[src/rtl/uart_pkg.sv]
// Shared UART definitions: receiver state encoding and default timing parameters.
// The PARITY state exists only when UART_RX_PARITY_EN is defined.
package uart_pkg;

    localparam int DEFAULT_OVERSAMPLE = 16;
    localparam int DEFAULT_BAUD_DIV   = 163;

    typedef enum logic [2:0] {
        ST_IDLE   = 3'd0,
        ST_START  = 3'd1,
        ST_DATA   = 3'd2,
`ifdef UART_RX_PARITY_EN
        ST_PARITY = 3'd3,
`endif
        ST_STOP   = 3'd4
    } uart_state_t;

endpackage

[src/rtl/uart_baud_gen.sv]
// Free-running baud tick generator: one-cycle tick every BAUD_DIV clocks.
// Shared between the UART receive and transmit paths.
module uart_baud_gen
    import uart_pkg::*;
#(
    parameter int BAUD_DIV = DEFAULT_BAUD_DIV
) (
    input  logic i_clk,
    input  logic i_reset,
    output logic tick
);

    localparam int            CW       = (BAUD_DIV > 1) ? $clog2(BAUD_DIV) : 1;
    localparam logic [CW-1:0] CNT_LAST = CW'(BAUD_DIV - 1);

    logic [CW-1:0] cnt;

    // NOTE: sequential state uses non-blocking assignments so every flop samples pre-edge values.
    always_ff @(posedge i_clk) begin
        if (i_reset) begin
            cnt <= '0;
        end else if (cnt == CNT_LAST) begin
            cnt <= '0;
        end else begin
            cnt <= cnt + CW'(1);
        end
    end

    assign tick = (cnt == CNT_LAST);

endmodule

[src/rtl/uart_rx.sv]
// Oversampling UART receiver: 2-flop synchronized input, mid-bit sampling, LSB first.
// Define UART_RX_PARITY_EN to add an even-parity bit check after the data bits.
module uart_rx
    import uart_pkg::*;
#(
    parameter int DATA_BITS  = 8,
    parameter int OVERSAMPLE = DEFAULT_OVERSAMPLE,
    parameter int BAUD_DIV   = DEFAULT_BAUD_DIV
) (
    input  logic                 i_clk,
    input  logic                 i_reset,
    input  logic                 i_rx,
    output logic [DATA_BITS-1:0] o_data,
    output logic                 o_rx_done,
    output logic                 o_frame_err,
    output logic                 o_parity_err,
    output logic                 o_busy
);

    localparam int            TW        = (OVERSAMPLE > 1) ? $clog2(OVERSAMPLE) : 1;
    localparam int            BW        = (DATA_BITS > 1) ? $clog2(DATA_BITS) : 1;
    localparam logic [TW-1:0] TICK_MID  = TW'(OVERSAMPLE / 2 - 1);
    localparam logic [TW-1:0] TICK_LAST = TW'(OVERSAMPLE - 1);
    localparam logic [BW-1:0] BIT_LAST  = BW'(DATA_BITS - 1);

    uart_state_t          state;
    uart_state_t          state_next;
    logic                 rx_meta;
    logic                 rx_sync;
    logic                 rx_prev;
    logic                 baud_tick;
    logic [TW-1:0]        tick_cnt;
    logic [BW-1:0]        bit_cnt;
    logic [DATA_BITS-1:0] shift_reg;
    logic                 fall_edge;
    logic                 at_mid;
    logic                 at_last;
`ifdef UART_RX_PARITY_EN
    logic                 parity_bad;
`endif

    uart_baud_gen #(
        .BAUD_DIV (BAUD_DIV)
    ) u_baud_gen (
        .i_clk   (i_clk),
        .i_reset (i_reset),
        .tick    (baud_tick)
    );

    // Synchronizer and edge-detect flops reset to the idle-high line level.
    always_ff @(posedge i_clk) begin
        if (i_reset) begin
            rx_meta <= 1'b1;
            rx_sync <= 1'b1;
            rx_prev <= 1'b1;
        end else begin
            rx_meta <= i_rx;
            rx_sync <= rx_meta;
            rx_prev <= rx_sync;
        end
    end

    assign fall_edge = rx_prev & ~rx_sync;
    assign at_mid    = baud_tick && (tick_cnt == TICK_MID);
    assign at_last   = baud_tick && (tick_cnt == TICK_LAST);
    assign o_busy    = (state != ST_IDLE);

    always_ff @(posedge i_clk) begin
        if (i_reset) begin
            state <= ST_IDLE;
        end else begin
            state <= state_next;
        end
    end

    // NOTE: the default assignment first keeps this block purely combinational (no latch).
    always_comb begin
        state_next = state;
        case (state)
            ST_IDLE:   if (fall_edge) state_next = ST_START;
            ST_START:  if (at_mid) state_next = rx_sync ? ST_IDLE : ST_DATA;
            ST_DATA: begin
                if (at_last && (bit_cnt == BIT_LAST)) begin
`ifdef UART_RX_PARITY_EN
                    state_next = ST_PARITY;
`else
                    state_next = ST_STOP;
`endif
                end
            end
`ifdef UART_RX_PARITY_EN
            ST_PARITY: if (at_last) state_next = ST_STOP;
`endif
            ST_STOP:   if (at_last) state_next = ST_IDLE;
            default:   state_next = ST_IDLE;
        endcase
    end

    // NOTE: the shift register is reset explicitly; it is a handful of flops, not a RAM.
    always_ff @(posedge i_clk) begin
        if (i_reset) begin
            tick_cnt    <= '0;
            bit_cnt     <= '0;
            shift_reg   <= '0;
            o_data      <= '0;
            o_rx_done   <= 1'b0;
            o_frame_err <= 1'b0;
`ifdef UART_RX_PARITY_EN
            parity_bad   <= 1'b0;
            o_parity_err <= 1'b0;
`endif
        end else begin
            o_rx_done   <= 1'b0;
            o_frame_err <= 1'b0;
`ifdef UART_RX_PARITY_EN
            o_parity_err <= 1'b0;
`endif
            case (state)
                ST_IDLE: begin
                    tick_cnt <= '0;
                    bit_cnt  <= '0;
                end
                ST_START: begin
                    if (baud_tick) tick_cnt <= at_mid ? '0 : tick_cnt + TW'(1);
                end
                ST_DATA: begin
                    if (baud_tick) tick_cnt <= at_last ? '0 : tick_cnt + TW'(1);
                    if (at_last) begin
                        shift_reg <= {rx_sync, shift_reg[DATA_BITS-1:1]};
                        bit_cnt   <= (bit_cnt == BIT_LAST) ? '0 : bit_cnt + BW'(1);
                    end
                end
`ifdef UART_RX_PARITY_EN
                ST_PARITY: begin
                    if (baud_tick) tick_cnt <= at_last ? '0 : tick_cnt + TW'(1);
                    // Even parity: the parity bit must equal the XOR of the data bits.
                    if (at_last) parity_bad <= rx_sync ^ (^shift_reg);
                end
`endif
                ST_STOP: begin
                    if (baud_tick) tick_cnt <= at_last ? '0 : tick_cnt + TW'(1);
                    if (at_last) begin
                        o_frame_err <= ~rx_sync;
`ifdef UART_RX_PARITY_EN
                        o_parity_err <= parity_bad;
                        if (rx_sync && !parity_bad) begin
`else
                        if (rx_sync) begin
`endif
                            o_data    <= shift_reg;
                            o_rx_done <= 1'b1;
                        end
                    end
                end
                default: tick_cnt <= '0;
            endcase
        end
    end

`ifndef UART_RX_PARITY_EN
    assign o_parity_err = 1'b0;
`endif

endmodule

[config.mk]
export PLATFORM = sky130hd
export DESIGN_NAME = uart_rx
export DESIGN_NICKNAME = d
export VERILOG_FILES = /design/src/rtl/uart_pkg.sv /design/src/rtl/uart_baud_gen.sv /design/src/rtl/uart_rx.sv
export SDC_FILE = /design/constraint.sdc
export NUM_CORES = 1
export LEC_CHECK = 0
export CAP_MARGIN = 10
export CORE_MARGIN = 2
export CORE_UTILIZATION = 55
export DETAILED_ROUTE_END_ITERATION = 7
export GPL_ROUTABILITY_DRIVEN = 1
export PLACE_DENSITY = 0.76
export SLEW_MARGIN = 20
export SYNTH_ARGS = -nofsm -noshare
export SYNTH_HDL_FRONTEND = slang
export SYNTH_HIERARCHICAL = 1
export SYNTH_SLANG_ARGS = --single-unit
[constraint.sdc]
create_clock -name i_clk -period 5.8 [get_ports i_clk]
set_input_delay 1.16 -clock i_clk [delete_from_list [all_inputs] [get_ports i_clk]]
set_output_delay 1.16 -clock i_clk [all_outputs]
set_load 0.05 [all_outputs]
==> run summary, run 1 <==
DR DRC count - 0
Post-Synthesis Cells - 196
PostCTS Resize Cnt - 0
Global router's overall resource usage - 20.45%
Vias in the first global route - 1298
Final min period - 3.204 ns
CTS hold repair buffers - 0
First-pass GRT wire length - 5.575 mm
Peak supply drop - 159.6 uV
Routed WL - 3.209 mm
Synth top cells by count - 39 x dfxtp_1, 23 x nand2_1, 15 x nand3_1
Vias after detailed routing - 1373
Switching share of power - 24.75%
PwrDens - 229.8 mW/mm^2
FF+latch count, synth - 39
Psw - 111.6 uW
Register area - 780.7 um^2
CP arrival - 2.04 ns
Clock slew at reported path FFs - 0.11 ns
RSZ-0062 raised after global routing - false
Yosys top cell by area - dfxtp_1
Netlist cell types - 41
Sequential share of the synthesized area - 43.91%
Hpwl dp - 2.273 mm
Clock buffer depth - 2
Initial Util - 58.24%
Final WS setup - 2.596 ns
Clk pwr share - 33.1%
Cell family with most CP delay - buffers and inverters
GR Overflow Total - 0
Final net count - 211
Synth area leaders - dfxtp_1 44%, mux2i_1 5.1%, nand2_1 4.9%
Die Ht - 60.86 um
Worst hold path class - flip-flop to flip-flop
Asr flop ratio synth - 0%
Crit-path max cell delay - 0.80 ns
Port Buffers - 13
Critical Path Sink Type - output pin
Buf/Inv on CP - 1
Die width - 60.86 um
Max Fclk - 0.3121 GHz
Fill count - 269
Netlist Area Pre-Place - 0.001778 mm^2
Share of cells above drive strength 1 - 8.824%
P&R area growth vs syn - 10.34%
Max-cap violations - 0
Die ar. - 0.003703 mm^2
Crit path cell chain - or3_1, clkdlybuf4s50_1
Pre-CTS setup slack - 2.582 ns
Starting DRT DRC Count - 40
# H-tree levels - 2
Worst Skew - 0.005546 ns
Largest net degree at the start of global routing - 21
Slew HR - 50.89%
ANT cells - 0
P_leak - 0.6429 nW
Crit Path Class - flip-flop to output pin
EDFF count, synth - 0
CP Data Required Time - 4.64 ns
Num CTS Buffers - 5
Worst-Margin Slew - 0.7335 ns
Drt pass-1 iters - 4
Top cell type's share of synthesized area - 43.91%
Initial antenna violation count - 0
Max FO, Critical Path - 17
Final Max Slew Viols - 0
Via density per instance - 5.536
Synth Net Count - 204
Post-Syn Area per Cell - 9.071 um^2
Fin. Hold Viols - 0
I/O pin count - 15
Root buf cell - clkbuf_4
Row cnt - 20
TritonCTS clock tree - done
Post-CTS setup buffers - 0
Sequential share of power - 61.6%
Final setup violation count - 0
Antenna viol nets, final - 0
Gpl congestion - 0.7635
Setup TNS Final - 0 ns
Gate power share - 5.2%
Worst skew pair latency - 0.34 ns
Status - complete, no violations
CP startpoint kind - flip-flop
Clk sink count - 39
Area of the multi-input gates - 902.1 um^2
Dominant synthesized flop cell - dfxtp_1
Wire per inst - 12.94 um
Fin crit share - 55.24%
Slowest cell on crit path - clkdlybuf4s50_1
YS warnings - 6
Core area - 0.003053 mm^2
Pint - 339.2 uW
Count leader, synth - dfxtp_1
[per-layer routing]
| metal | part of all wire [%] | routed length, um | GRT usage [%] | up-vias |
|---|---|---|---|---|
| met5 | 0 | 0 | 0 | - |
| met4 | 2.1 | 67 | 9.938 | 0 |
| met3 | 4.4 | 141 | 6.823 | 8 |
| met2 | 49 | 1581 | 33.03 | 32 |
| met1 | 44 | 1419 | 24.44 | 627 |
| li1 | - | - | - | 706 |
[cells by family (layout without fill, tap and decap cells)]
family	count (synthesis)	after routing	synth area share, %
xor gates and xnor gates	6	6	2.956
and+or+nand+nor	78	78	24.70
AOI/OAI and AO/OA	39	39	13.79
muxes	9	9	5.067
other	1	1	0.2109
DFF	39	39	43.91
adders and majority gates	5	5	3.519
buffers and inverters	19	27	5.840
[metrics by stage]
step / std cells / area, um^2 / hold slack, ns / utilization (%) / power (mW)
3_3_place_gp: 240 / 1886 / 0.3943 / 61.76 / 0.3064
6_report: 248 / 1962 / 0.4273 / 64.26 / 0.4508
3_5_place_dp: 240 / 1886 / 0.4001 / 61.76 / 0.3073
2_1_floorplan: 196 / 1778 / 0.3895 / - / 0.3032
4_1_cts: 248 / 1953 / 0.4333 / 63.98 / 0.4574
5_1_grt: 248 / 1962 / 0.4411 / 64.26 / 0.4729
[final cells by class]
class                           instances  area share [%]
Clock buffer                            6           2.615
Clock inverter                          2          0.8291
Inverter                                5          0.9566
Multi-Input combinational cell        138           45.98
Sequential cell                        39           39.80
Tap cell                               44           2.806
Timing Repair Buffer                   14           7.015
[power groups by stage]
stage               registers, mW  logic [mW]  clock network [mW]
global placement            0.283      0.0229                   0
detailed placement          0.284      0.0236                   0
floorplan                   0.279      0.0237                   0
CTS                         0.278      0.0238               0.156
global route                0.279      0.0262               0.168
finish                      0.278      0.0236               0.149
[worst paths after layout]
| kind | from | to | slack, ns | depth (start not counted) |
|---|---|---|---|---|
| min | rx_meta | rx_sync | 0.43 | 1 |
| max | state[0] | o_busy | 2.60 | 2 |
| max reg2reg | u_baud_gen/cnt[1] | o_data[5] | 3.15 | 7 |
| min reg2reg | rx_meta | rx_sync | 0.43 | 1 |
[placed cells by master, fill, tap and decap left out, drive strengths merged, types with 3 or more instances in the layout]
cell type,Yosys,layout
nand4,5,5
inv,4,4
dfxtp,39,39
xor2,4,4
a21oi,14,14
a31oi,3,3
or3,4,4
ha,5,5
nand3,15,15
nand2,23,23
mux2i,9,9
clkbuf,4,6
o21ai,13,13
nor4,3,3
or2,4,4
nand4b,3,3
clkdlybuf4s50,0,13
nor2,11,11
Note: power is estimated with default switching activity, not from simulation.
==> inputs of run 2 (changes only) <==
==> constraint.sdc (replaced) <==
create_clock -name i_clk -period 2.95 [get_ports i_clk]
set_input_delay 0.59 -clock i_clk [delete_from_list [all_inputs] [get_ports i_clk]]
set_output_delay 0.59 -clock i_clk [all_outputs]
set_load 0.05 [all_outputs]
==> run 2 against run 1 <==
Compared with the run above: register-to-register slack worse by 2.6 ns; critical path depth unchanged; utilization down 0.16 points; worst hold slack is essentially flat; sequential share of layout area up 0.10 points; setup slack worse by 2.3 ns; die area unchanged; total power increased by 94%; wire length rose by 6.1%; design area down 0.25%.
==> run summary, run 2 (synthesized netlist as in run 1, its figures left out) <==
Finished Layout Cells - 249
Via density per instance - 5.779
Pre-CTS setup slack - 0.5920 ns
Die Ht - 60.86 um
TritonCTS clock tree - done
Die ar. - 0.003703 mm^2
Vias in the first global route - 1308
Num CTS Buffers - 5
Root buf cell - clkbuf_4
Sequential share of power - 62.4%
RSZ-0062 raised after global routing - false
Die width - 60.86 um
CP startpoint kind - flip-flop
Fin crit share - 88.55%
Final WS setup - 0.3379 ns
Gpl congestion - 0.7697
I/O pin count - 15
PwrDens - 446.8 mW/mm^2
Clk sink count - 39
DR DRC count - 0
R2R depth - 9
P&R area growth vs syn - 10.06%
Global router's overall resource usage - 21.33%
Gate power share - 5.6%
Final setup violation count - 0
Clock buffer depth - 2
Hold worst-path end - rx_sync
Crit Path Class - flip-flop to output pin
Switching share of power - 24.44%
Row cnt - 20
Dpl cells - 242
Fill count - 285
First-pass GRT wire length - 5.706 mm
ANT cells - 0
Max FO, Critical Path - 17
Hpwl dp - 2.398 mm
Worst Hold Launch - rx_meta
Port Buffers - 13
R2R Setup Slk - 0.55 ns
Worst Hold Depth - 1
Clock slew at reported path FFs - 0.10 ns
Commonest non-fill, non-tap cell in the layout - dfxtp_1
Drt pass-1 iters - 4
Vias after detailed routing - 1439
Status - complete, no violations
Worst hold path class - flip-flop to flip-flop
Max-cap violations - 0
Initial Util - 58.24%
Setup TNS Final - 0 ns
Critical Path Sink Type - output pin
Psw - 213.7 uW
PostCTS Resize Cnt - 0
Fin. Hold Viols - 0
Worst-Margin Slew - 0.5023 ns
Wire per inst - 13.68 um
Final net count - 213
CP arrival - 2.02 ns
Worst skew pair latency - 0.36 ns
Post-CTS setup buffers - 0
# H-tree levels - 2
Worst Skew - 0.005429 ns
Share of cells above drive strength 1 - 9.268%
CTS hold repair buffers - 0
R2r endpoint - o_data[3]
Max Fclk - 0.3828 GHz
Slew HR - 65.65%
Initial antenna violation count - 0
Routed WL - 3.406 mm
Starting DRT DRC Count - 57
Core area - 0.003053 mm^2
Peak supply drop - 302.9 uV
Commonest non-fill, non-tap cells in the layout - 39 x dfxtp_1, 23 x nand2_1, 15 x nand3_1
GR Overflow Total - 0
CP Data Required Time - 2.36 ns
Clk pwr share - 32.0%
P_leak - 0.6462 nW
Final Max Slew Viols - 0
Largest net degree at the start of global routing - 19
Pint - 660.6 uW
RR Startpoint - u_baud_gen/cnt[0]
Final min period - 2.612 ns
Antenna viol nets, final - 0
## run 2: changes by cell type in the layout (fill, tap and decap cells not counted), sizes merged
| cell | before | now |
|---|---|---|
| buf | 1 | 3 |
| clkinvlp | 1 | 0 |
## run 2: per-layer routing
metal / part of all wire (%) / up-vias / GRT usage [%]
met5: 0 / - / 0
met4: 2.7 / 0 / 14.29
met3: 3.6 / 9 / 5.757
met2: 49 / 35 / 35.33
met1: 44 / 687 / 23.91
li1: - / 708 / -
## run 2: through the flow
step           power, mW  instance area, um^2  utilization, %  hold WS [ns]
6_report          0.8742                 1957           64.10        0.4273
5_1_grt           0.9031                 1957           64.10        0.4603
4_1_cts           0.8792                 1957           64.10        0.4345
3_5_place_dp      0.6061                 1901           62.25        0.4096
3_3_place_gp      0.6036                 1901           62.25        0.3918
2_1_floorplan     0.5960                 1778               -        0.3895
## run 2: area by class of cell
type | instances | area, um^2 | share of cell area (%)
clock inverter | 1 | 5.005 | 0.2558
inverter | 5 | 18.77 | 0.9591
multi-input combinational | 138 | 893.4 | 45.65
timing repair buffer | 16 | 152.6 | 7.800
clock buffer | 6 | 51.30 | 2.621
tap | 44 | 55.05 | 2.813
sequential | 39 | 780.7 | 39.90
## run 2: critical path: stages, from the launching register on
cell             delay [ns]
dfxtp_1                0.67
or3_1                  0.19
clkdlybuf4s50_1        0.80
## run 2: power groups by stage
stage | clock, mW | combinational (mW) | sequential, mW
global placement | 0 | 0.0468 | 0.557
CTS | 0.285 | 0.0487 | 0.545
finish | 0.280 | 0.0487 | 0.546
global route | 0.302 | 0.0538 | 0.548
detailed placement | 0 | 0.0485 | 0.558
floorplan | 0 | 0.0466 | 0.549
## run 2: how the worst max path moves through the flow
stage / startpoint / cells past startpoint / end / slack, ns
floorplan: u_baud_gen/cnt[0] / 9 / o_data[0] / 1.05
global placement: u_baud_gen/cnt[1] / 8 / o_data[1] / 0.63
detailed placement: u_baud_gen/cnt[1] / 8 / o_data[3] / 0.59
CTS: state[0] / 2 / o_busy / 0.33
global route: state[0] / 2 / o_busy / 0.25
finish: state[0] / 2 / o_busy / 0.34
